`src/rtl/decoder_pkg.sv`:
```
// Shared types and the fixed code->pattern map for the 2-to-4 sequenced decoder.
// The mapping matches the 4-to-2 encoder so encoder output round-trips.
package decoder_pkg;

  typedef enum logic {
    IDLE = 1'b0,
    HOLD = 1'b1
  } state_t;

  localparam logic [3:0] PAT_00 = 4'b1101;
  localparam logic [3:0] PAT_01 = 4'b1110;
  localparam logic [3:0] PAT_10 = 4'b0110;
  localparam logic [3:0] PAT_11 = 4'b0001;

  function automatic logic [3:0] code2pattern(input logic [1:0] code);
    logic [3:0] pat;
    case (code)
      2'b00:   pat = PAT_00;
      2'b01:   pat = PAT_01;
      2'b10:   pat = PAT_10;
      default: pat = PAT_11;
    endcase
    return pat;
  endfunction

endpackage

```
`src/rtl/decoder_2to4_seq_fifo.sv`:
```
// code_fifo: DEPTH x WIDTH synchronous FIFO, wrap-bit pointers, same-edge push+pop.
// Zero-latency read of the head entry; push ignored when full, pop ignored when empty.
// Backpressure: caller gates push with !full.
module code_fifo #(
  parameter int DEPTH = 4,
  parameter int WIDTH = 2
) (
  input  logic             clk,
  input  logic             rst,
  input  logic             push,
  input  logic [WIDTH-1:0] push_dat,
  input  logic             pop,
  output logic [WIDTH-1:0] pop_dat,
  output logic             full,
  output logic             empty
);

  localparam int AW = $clog2(DEPTH);
  localparam logic [AW:0] PTR_ONE = (AW+1)'(1);

  logic [AW:0]      wptr;
  logic [AW:0]      rptr;
  logic [WIDTH-1:0] mem [DEPTH];

  always_ff @(posedge clk) begin
    if (rst) begin
      wptr <= '0;
      rptr <= '0;
    end else begin
      if (push && !full)  wptr <= wptr + PTR_ONE;
      if (pop  && !empty) rptr <= rptr + PTR_ONE;
    end
  end

  // Storage is not reset; pointers alone define validity.
  always_ff @(posedge clk) begin
    if (push && !full) mem[wptr[AW-1:0]] <= push_dat;
  end

  assign pop_dat = mem[rptr[AW-1:0]];
  assign empty   = (wptr == rptr);
  assign full    = (wptr[AW] != rptr[AW]) && (wptr[AW-1:0] == rptr[AW-1:0]);

endmodule

```
`src/rtl/decoder_2to4_seq.sv`:
```
// decoder_2to4_seq: queued 2->4 decode, each pattern held DWELL cycles; DECODER_HOLD_LAST_EN keeps last pattern when idle.
// Latency: code accepted at edge N drives out_pattern/out_valid after edge N+1.
// Backpressure: in_ready = !full (low during rst); codes beyond DEPTH stall upstream.
module decoder_2to4_seq #(
  parameter int DWELL = 4,
  parameter int DEPTH = 4
) (
  input  logic       clk,
  input  logic       rst,
  input  logic       in_valid,
  input  logic [1:0] in_code,
  output logic       in_ready,
  output logic [3:0] out_pattern,
  output logic       out_valid,
  output logic       busy,
  output logic       done
);

  import decoder_pkg::*;

  localparam int CW = (DWELL > 1) ? $clog2(DWELL) : 1;
  localparam logic [CW-1:0] DWELL_LOAD = CW'(DWELL - 1);
  localparam logic [CW-1:0] CNT_ONE    = CW'(1);

  state_t        state;
  state_t        state_nxt;
  logic [CW-1:0] dwell_cnt;
  logic [3:0]    pattern_q;
  logic          done_q;
  logic          fifo_full;
  logic          fifo_empty;
  logic          push;
  logic          pop;
  logic          finish;
  logic [1:0]    head_code;

  assign in_ready = !fifo_full && !rst;
  assign push     = in_valid && in_ready;

  code_fifo #(
    .DEPTH (DEPTH),
    .WIDTH (2)
  ) u_fifo (
    .clk      (clk),
    .rst      (rst),
    .push     (push),
    .push_dat (in_code),
    .pop      (pop),
    .pop_dat  (head_code),
    .full     (fifo_full),
    .empty    (fifo_empty)
  );

  always_comb begin
    state_nxt = state;
    pop       = 1'b0;
    finish    = 1'b0;
    case (state)
      IDLE: begin
        if (!fifo_empty) begin
          pop       = 1'b1;
          state_nxt = HOLD;
        end
      end
      HOLD: begin
        // Last hold cycle: chain straight into the next entry, or drain.
        if (dwell_cnt == '0) begin
          if (!fifo_empty) begin
            pop = 1'b1;
          end else begin
            finish    = 1'b1;
            state_nxt = IDLE;
          end
        end
      end
      default: state_nxt = IDLE;
    endcase
  end

  always_ff @(posedge clk) begin
    if (rst) begin
      state     <= IDLE;
      dwell_cnt <= '0;
      pattern_q <= '0;
      done_q    <= 1'b0;
    end else begin
      state  <= state_nxt;
      done_q <= finish;
      if (pop) begin
        pattern_q <= code2pattern(head_code);
        dwell_cnt <= DWELL_LOAD;
      end else if ((state == HOLD) && (dwell_cnt != '0)) begin
        dwell_cnt <= dwell_cnt - CNT_ONE;
      end
    end
  end

  assign out_valid = (state == HOLD);
  assign busy      = out_valid || !fifo_empty;
  assign done      = done_q;

`ifdef DECODER_HOLD_LAST_EN
  assign out_pattern = pattern_q;
`else
  assign out_pattern = (state == HOLD) ? pattern_q : 4'b0000;
`endif

endmodule

```
`config.mk`:
```
export PLATFORM = sky130hd
export DESIGN_NAME = decoder_2to4_seq
export DESIGN_NICKNAME = d
export VERILOG_FILES = /design/src/rtl/decoder_pkg.sv /design/src/rtl/decoder_2to4_seq_fifo.sv /design/src/rtl/decoder_2to4_seq.sv
export SDC_FILE = /design/constraint.sdc
export NUM_CORES = 1
export LEC_CHECK = 0
export ABC_AREA = 1
export CAP_MARGIN = 15
export CELL_PAD_IN_SITES_DETAIL_PLACEMENT = 0
export CELL_PAD_IN_SITES_GLOBAL_PLACEMENT = 1
export CORE_MARGIN = 5
export CORE_UTILIZATION = 44
export DETAILED_ROUTE_END_ITERATION = 7
export PLACE_DENSITY = 0.79
export SLEW_MARGIN = 40
export SYNTH_ARGS = -nofsm -noshare
export SYNTH_HDL_FRONTEND = slang
export SYNTH_SLANG_ARGS = --single-unit
```
`constraint.sdc`:
```
create_clock -name clk -period 2.2 [get_ports clk]
set_input_delay 0.44 -clock clk [delete_from_list [all_inputs] [get_ports clk]]
set_output_delay 0.44 -clock clk [all_outputs]
set_load 0.03 [all_outputs]
```
==> results.sh, run 1 <==
export IMPL_status="completed"
export IMPL_path_depth=3
export IMPL_core_um2=2690
export IMPL_busiest_layer="met2"
export IMPL_cts_buffers=3
export IMPL_num_vias=889
export IMPL_nFillCells=262
export IMPL_final_common_cell="nand2_1"
export IMPL_vias_per_cell=4.68
export IMPL_first_pass_iters=4
export IMPL_cts_sinks=24
export IMPL_worstPathCellList="nand2_1, inv_1, clkdlybuf4s50_1"
export IMPL_clk_pin_slew_worst_paths_ns=0.12
export IMPL_ys_ff_latch=24
export IMPL_wl_um=1970
export IMPL_syn_area_um2=1200
export IMPL_cp_required_ns=1.76
export IMPL_gp_congestion=0.731
export IMPL_cap_violations=0
export IMPL_final_antenna_net_count=0
export IMPL_drtIter0Drc=24
export IMPL_ys_types=21
export IMPL_hpwl_um=1580
export IMPL_syn_inst=143
export IMPL_regArea_um2=561
export IMPL_grt_pass1_wl_um=3560
export IMPL_cp_max_fo=7
export IMPL_grt_start_max_net_pins=14
export IMPL_drc=0
export IMPL_htreeDepth=1
export IMPL_yosysSeqAreaShare_pct=46.8
export IMPL_yosys_warnings=0
export IMPL_rows=19
export IMPL_critPathKind="reg -> out"
export IMPL_worst_r2r_setup_slack_ns=0.59
export IMPL_cts_tree="yes"
export IMPL_clock_latency_ns=0.31
export IMPL_hold_viol=0
export IMPL_routedWlPerCell_um=10.4
export IMPL_r2r_cells=7
export IMPL_critPathCaptureType="output pin"
export IMPL_power_uw=1640
export IMPL_timing_critical_path_buf_inv=2
export IMPL_max_freq_mhz=491
export IMPL_powerDensity_nw_per_um2=1180
export IMPL_cp_endpoint="out_pattern[2]"
export IMPL_slowest_stage="clkdlybuf4s50_1"
export IMPL_root_buffer="clkbuf_4"
export IMPL_layout_drive_gt1_share_pct=13.8
export IMPL_setup_viol=0
export IMPL_slew_headroom_pct=79.5
export IMPL_min_period_ns=2.04
export IMPL_dp_cells=186
export IMPL_worst_pin_slew_ns=0.307
export IMPL_diodes=0
export IMPL_fin_crit_sh_pct=92.6
export IMPL_leakagePower_uw=0.000641
export IMPL_rsz0062_at_grt="false"
export IMPL_stdcell_count=190
export IMPL_start_util_pct=44.6
export IMPL_multiInputGateArea_um2=522
export IMPL_cp_top_family="buffers and inverters"
export IMPL_mostFrequentLayoutCells="31 x nand2_1, 21 x inv_1, 16 x dfxtp_1"
export IMPL_nets=174
export IMPL_area_delta_synth_final_pct=15.6
export IMPL_max_stage_delay_ns=0.66
export IMPL_die_w_um=62.2
export IMPL_use_met3_pct=2.16
export IMPL_ctsHoldBuffers=0
export IMPL_cp_arrival_ns=1.60
export IMPL_post_cts_setup_buffers=0
export IMPL_antenna_found_initial=0
export IMPL_cts_max_path_buffers=2
export IMPL_syn_nets=157
export IMPL_grt_usage_pct=11.2
export IMPL_r2r_end="pattern_q[0]"
export IMPL_slew_violations=0
export IMPL_crit_start="out_valid"
export IMPL_vdd_drop_max_mv=0.815
export IMPL_die_height_um=62.2
export IMPL_tns_ns=0
export IMPL_portBuffers=12
export IMPL_use_met1_pct=13.1
export IMPL_ioPinCount=13
export IMPL_use_met2_pct=19.0
export IMPL_grt_pass1_vias=862
export IMPL_finalClockSkew_ns=0.00200
export IMPL_hold_path_class="reg -> reg"
export IMPL_crit_path_start_kind="flip-flop"
export IMPL_fp_dieArea_um2=3860
export IMPL_hold_ws_ns=0.473
export IMPL_grt_overflow_total=0
export IMPL_avgSynthCellArea_um2=8.37
export IMPL_hold_path_startpoint="pattern_q[3]"
worst reg2reg max path, delay by kind of cell, from the launching register on:
kind                     cells  cell delay, ns
AO/OA/AOI/OAI                2            0.46
adder cells (fa/ha/maj)      1            0.29
buffers and inverters        2            0.19
flip-flops                   1            0.36
AND/OR/NAND/NOR              2            0.26
synth_stat cells:
| cell | number | area, um^2 |
|---|---|---|
| a21oi_1 | 7 | 35.0 |
| a32oi_1 | 2 | 17.5 |
| buf_2 | 2 | 10.0 |
| dfxtp_1 | 16 | 320 |
| edfxtp_1 | 8 | 240 |
| ha_1 | 9 | 113 |
| inv_1 | 21 | 78.8 |
| inv_2 | 7 | 26.3 |
| nand2_1 | 31 | 116 |
| nand2_2 | 2 | 12.5 |
| nand2_4 | 1 | 11.3 |
| nand3_1 | 7 | 35.0 |
| nand3_2 | 1 | 10.0 |
| nand3_4 | 2 | 35.0 |
| nand3b_1 | 2 | 15.0 |
| nand4_1 | 3 | 18.8 |
| nor2_1 | 15 | 56.3 |
| nor2_2 | 3 | 18.8 |
| o21ai_0 | 1 | 5.00 |
| o21ai_1 | 1 | 5.00 |
| xor2_1 | 2 | 17.5 |
area by class of cell:
cell class | count | area share (%)
Clock buffer | 3 | 1.63
Clock inverter | 1 | 0.271
Multi-Input combinational cell | 89 | 37.7
Inverter | 28 | 7.59
Timing Repair Buffer | 14 | 9.49
Tap cell | 31 | 2.80
Sequential cell | 24 | 40.5
per-layer routing:
metal | up-vias | part of all wire [%]
met2 | 9 | 50
met5 | - | 0
li1 | 481 | -
met3 | 4 | 2.2
met4 | 0 | 2.2
met1 | 395 | 45
sequential cells by signal, indices dropped and copies added (netlist names), named ones only:
signal,flops
u_fifo.mem,8
pattern_q,4
u_fifo.rptr,3
u_fifo.wptr,3
dwell_cnt,2
done,1
out_valid,1
how the worst min path moves through the flow:
stage                              end  slack [ns]  cells after the start
after floorplan           pattern_q[2]        0.44                      2
after global placement    pattern_q[3]        0.45                      2
after detailed placement  pattern_q[0]        0.45                      2
after CTS                 pattern_q[0]        0.47                      2
after global routing      pattern_q[2]        0.50                      2
final                     pattern_q[3]        0.47                      2
logic make-up after synthesis:
family | share of synthesized area, %
xor+xnor | 1.46
buf+inv | 9.61
flops | 46.8
simple gates | 27.5
compound gates | 5.22
fa+ha+maj | 9.40
power breakdown:
group	leakage [uW]	internal (uW)	total, uW	switching (uW)
Sequential	0.000205	569	651	81.9
Combinational	0.000420	299	797	498
Clock	0.0000154	66.3	191	125
through the flow:
| stage | util, % | setup slack, ns | area [um^2] |
|---|---|---|---|
| 2_1_floorplan | - | 0.697 | 1200 |
| 3_3_place_gp | 50.6 | 0.313 | 1360 |
| 3_5_place_dp | 50.6 | 0.281 | 1360 |
| 4_1_cts | 51.5 | 0.145 | 1380 |
| 5_1_grt | 51.5 | 0.0664 | 1380 |
| 6_report | 51.5 | 0.163 | 1380 |
what timing repair did:
action	4_1_cts	5_1_grt
gates resized for setup	1	0
hold endpoints to repair	0	0
setup endpoints to repair	1	0
Power figures use the tool's default switching activity.
==> inputs of run 2 (changes only) <==
PLACE_DENSITY = not set   (was 0.79)
PLACE_DENSITY_LB_ADDON = 0.1   (was not set)
==> run 2 against run 1 <==
Net effect: fmax up 0.57%; critical path type unchanged; non-clock buffer count unchanged; sequential power about the same.
==> results.sh, run 2 (synthesis results as in run 1) <==
export IMPL_status="completed"
export IMPL_grt_pass1_wl_um=3660
export IMPL_regArea_um2=561
export IMPL_area_delta_synth_final_pct=16.4
export IMPL_pre_cts_ws_ns=0.293
export IMPL_cp_arrival_ns=1.59
export IMPL_gp_congestion=0.860
export IMPL_vdd_drop_max_mv=0.738
export IMPL_drtIter0Drc=30
export IMPL_portBuffers=12
export IMPL_cts_tree="yes"
export IMPL_cts_sinks=24
export IMPL_critPathKind="reg -> out"
export IMPL_root_buffer="clkbuf_4"
export IMPL_first_pass_iters=4
export IMPL_mostFrequentLayoutCells="31 x nand2_1, 21 x inv_1, 16 x dfxtp_1"
export IMPL_crit_path_start_kind="flip-flop"
export IMPL_cts_resized_gates=1
export IMPL_ctsHoldBuffers=0
export IMPL_leakagePower_uw=0.000646
export IMPL_fin_crit_sh_pct=92.1
export IMPL_utilization_pct=51.9
export IMPL_clock_latency_ns=0.31
export IMPL_fp_dieArea_um2=3860
export IMPL_max_stage_delay_ns=0.66
export IMPL_hold_path_class="reg -> reg"
export IMPL_finalClockSkew_ns=0.00752
export IMPL_max_freq_mhz=494
export IMPL_final_common_cell="nand2_1"
export IMPL_die_w_um=62.2
export IMPL_slew_headroom_pct=79.2
export IMPL_layout_setup_ws_ns=0.175
export IMPL_worstPathCellList="nand2_1, inv_1, clkdlybuf4s50_1"
export IMPL_multiInputGateArea_um2=522
export IMPL_hold_viol=0
export IMPL_ioPinCount=13
export IMPL_htreeDepth=1
export IMPL_powerDensity_nw_per_um2=1200
export IMPL_slowest_stage="clkdlybuf4s50_1"
export IMPL_largest_reg_flops=8
export IMPL_critPathCaptureType="output pin"
export IMPL_clk_pin_slew_worst_paths_ns=0.13
export IMPL_grt_pass1_vias=861
export IMPL_worst_pin_slew_ns=0.311
export IMPL_final_antenna_net_count=0
export IMPL_hold_ws_ns=0.471
export IMPL_grt_overflow_total=0
export IMPL_cts_buffers=3
export IMPL_cp_required_ns=1.76
export IMPL_routedWlPerCell_um=11.0
export IMPL_core_um2=2690
export IMPL_rsz0062_at_grt="false"
export IMPL_rows=19
export IMPL_vias_per_cell=4.72
export IMPL_antenna_found_initial=0
export IMPL_cts_max_path_buffers=2
export IMPL_hpwl_um=1670
export IMPL_dp_cells=186
export IMPL_die_height_um=62.2
export IMPL_nets=174
export IMPL_slew_violations=0
export IMPL_grt_usage_pct=11.6
export IMPL_tns_ns=0
export IMPL_cp_max_fo=7
export IMPL_diodes=0
export IMPL_grt_start_max_net_pins=14
export IMPL_stdcell_count=190
export IMPL_num_vias=897
export IMPL_nFillCells=263
export IMPL_layout_drive_gt1_share_pct=14.5
export IMPL_start_util_pct=44.6
export IMPL_post_cts_setup_buffers=0
export IMPL_min_period_ns=2.03
export IMPL_setup_viol=0
export IMPL_wl_um=2090
export IMPL_drc=0
export IMPL_cap_violations=0
## run 2: final timing paths
path	start	end	slack, ns	cells after the start
hold / removal	pattern_q[2]	pattern_q[2]	0.47	2
hold reg to reg	pattern_q[2]	pattern_q[2]	0.47	2
setup / recovery	out_valid	out_pattern[0]	0.17	3
setup reg to reg	flip-flop	pattern_q[0]	0.59	7
## run 2: routing by layer
layer / part of all wire [%] / track usage (%) / up-vias
li1: - / - / 481
met1: 48 / 13.9 / 405
met2: 48 / 20.1 / 7
met3: 2.1 / 2.34 / 4
met4: 1.8 / 4.07 / 0
met5: 0 / 0 / -
## run 2: worst max-delay path: cells and delay by family, from the launching register on
kind | cells | cell delay [ns]
buffers and inverters | 2 | 0.72
flip-flops | 1 | 0.48
AND/OR/NAND/NOR | 1 | 0.08
## run 2: per-stage QoR
| step | power [uW] | instance area, um^2 |
|---|---|---|
| after floorplan | 1260 | 1200 |
| after detailed placement | 1480 | 1360 |
| final | 1680 | 1390 |
| after global routing | 1850 | 1390 |
| after CTS | 1700 | 1390 |
| after global placement | 1460 | 1360 |
## run 2: layout make-up
cell class / instances / share of cell area, %
Clock buffer: 4 / 2.60
Inverter: 28 / 7.54
Multi-Input combinational cell: 89 / 37.4
Sequential cell: 24 / 40.2
Tap cell: 31 / 2.78
Timing Repair Buffer: 14 / 9.43
## run 2: power breakdown
group | total, uW | internal (uW) | switching (uW)
logic | 798 | 297 | 500
registers | 652 | 569 | 83.1
clock network | 226 | 101 | 125
total | 1680 | 967 | 708
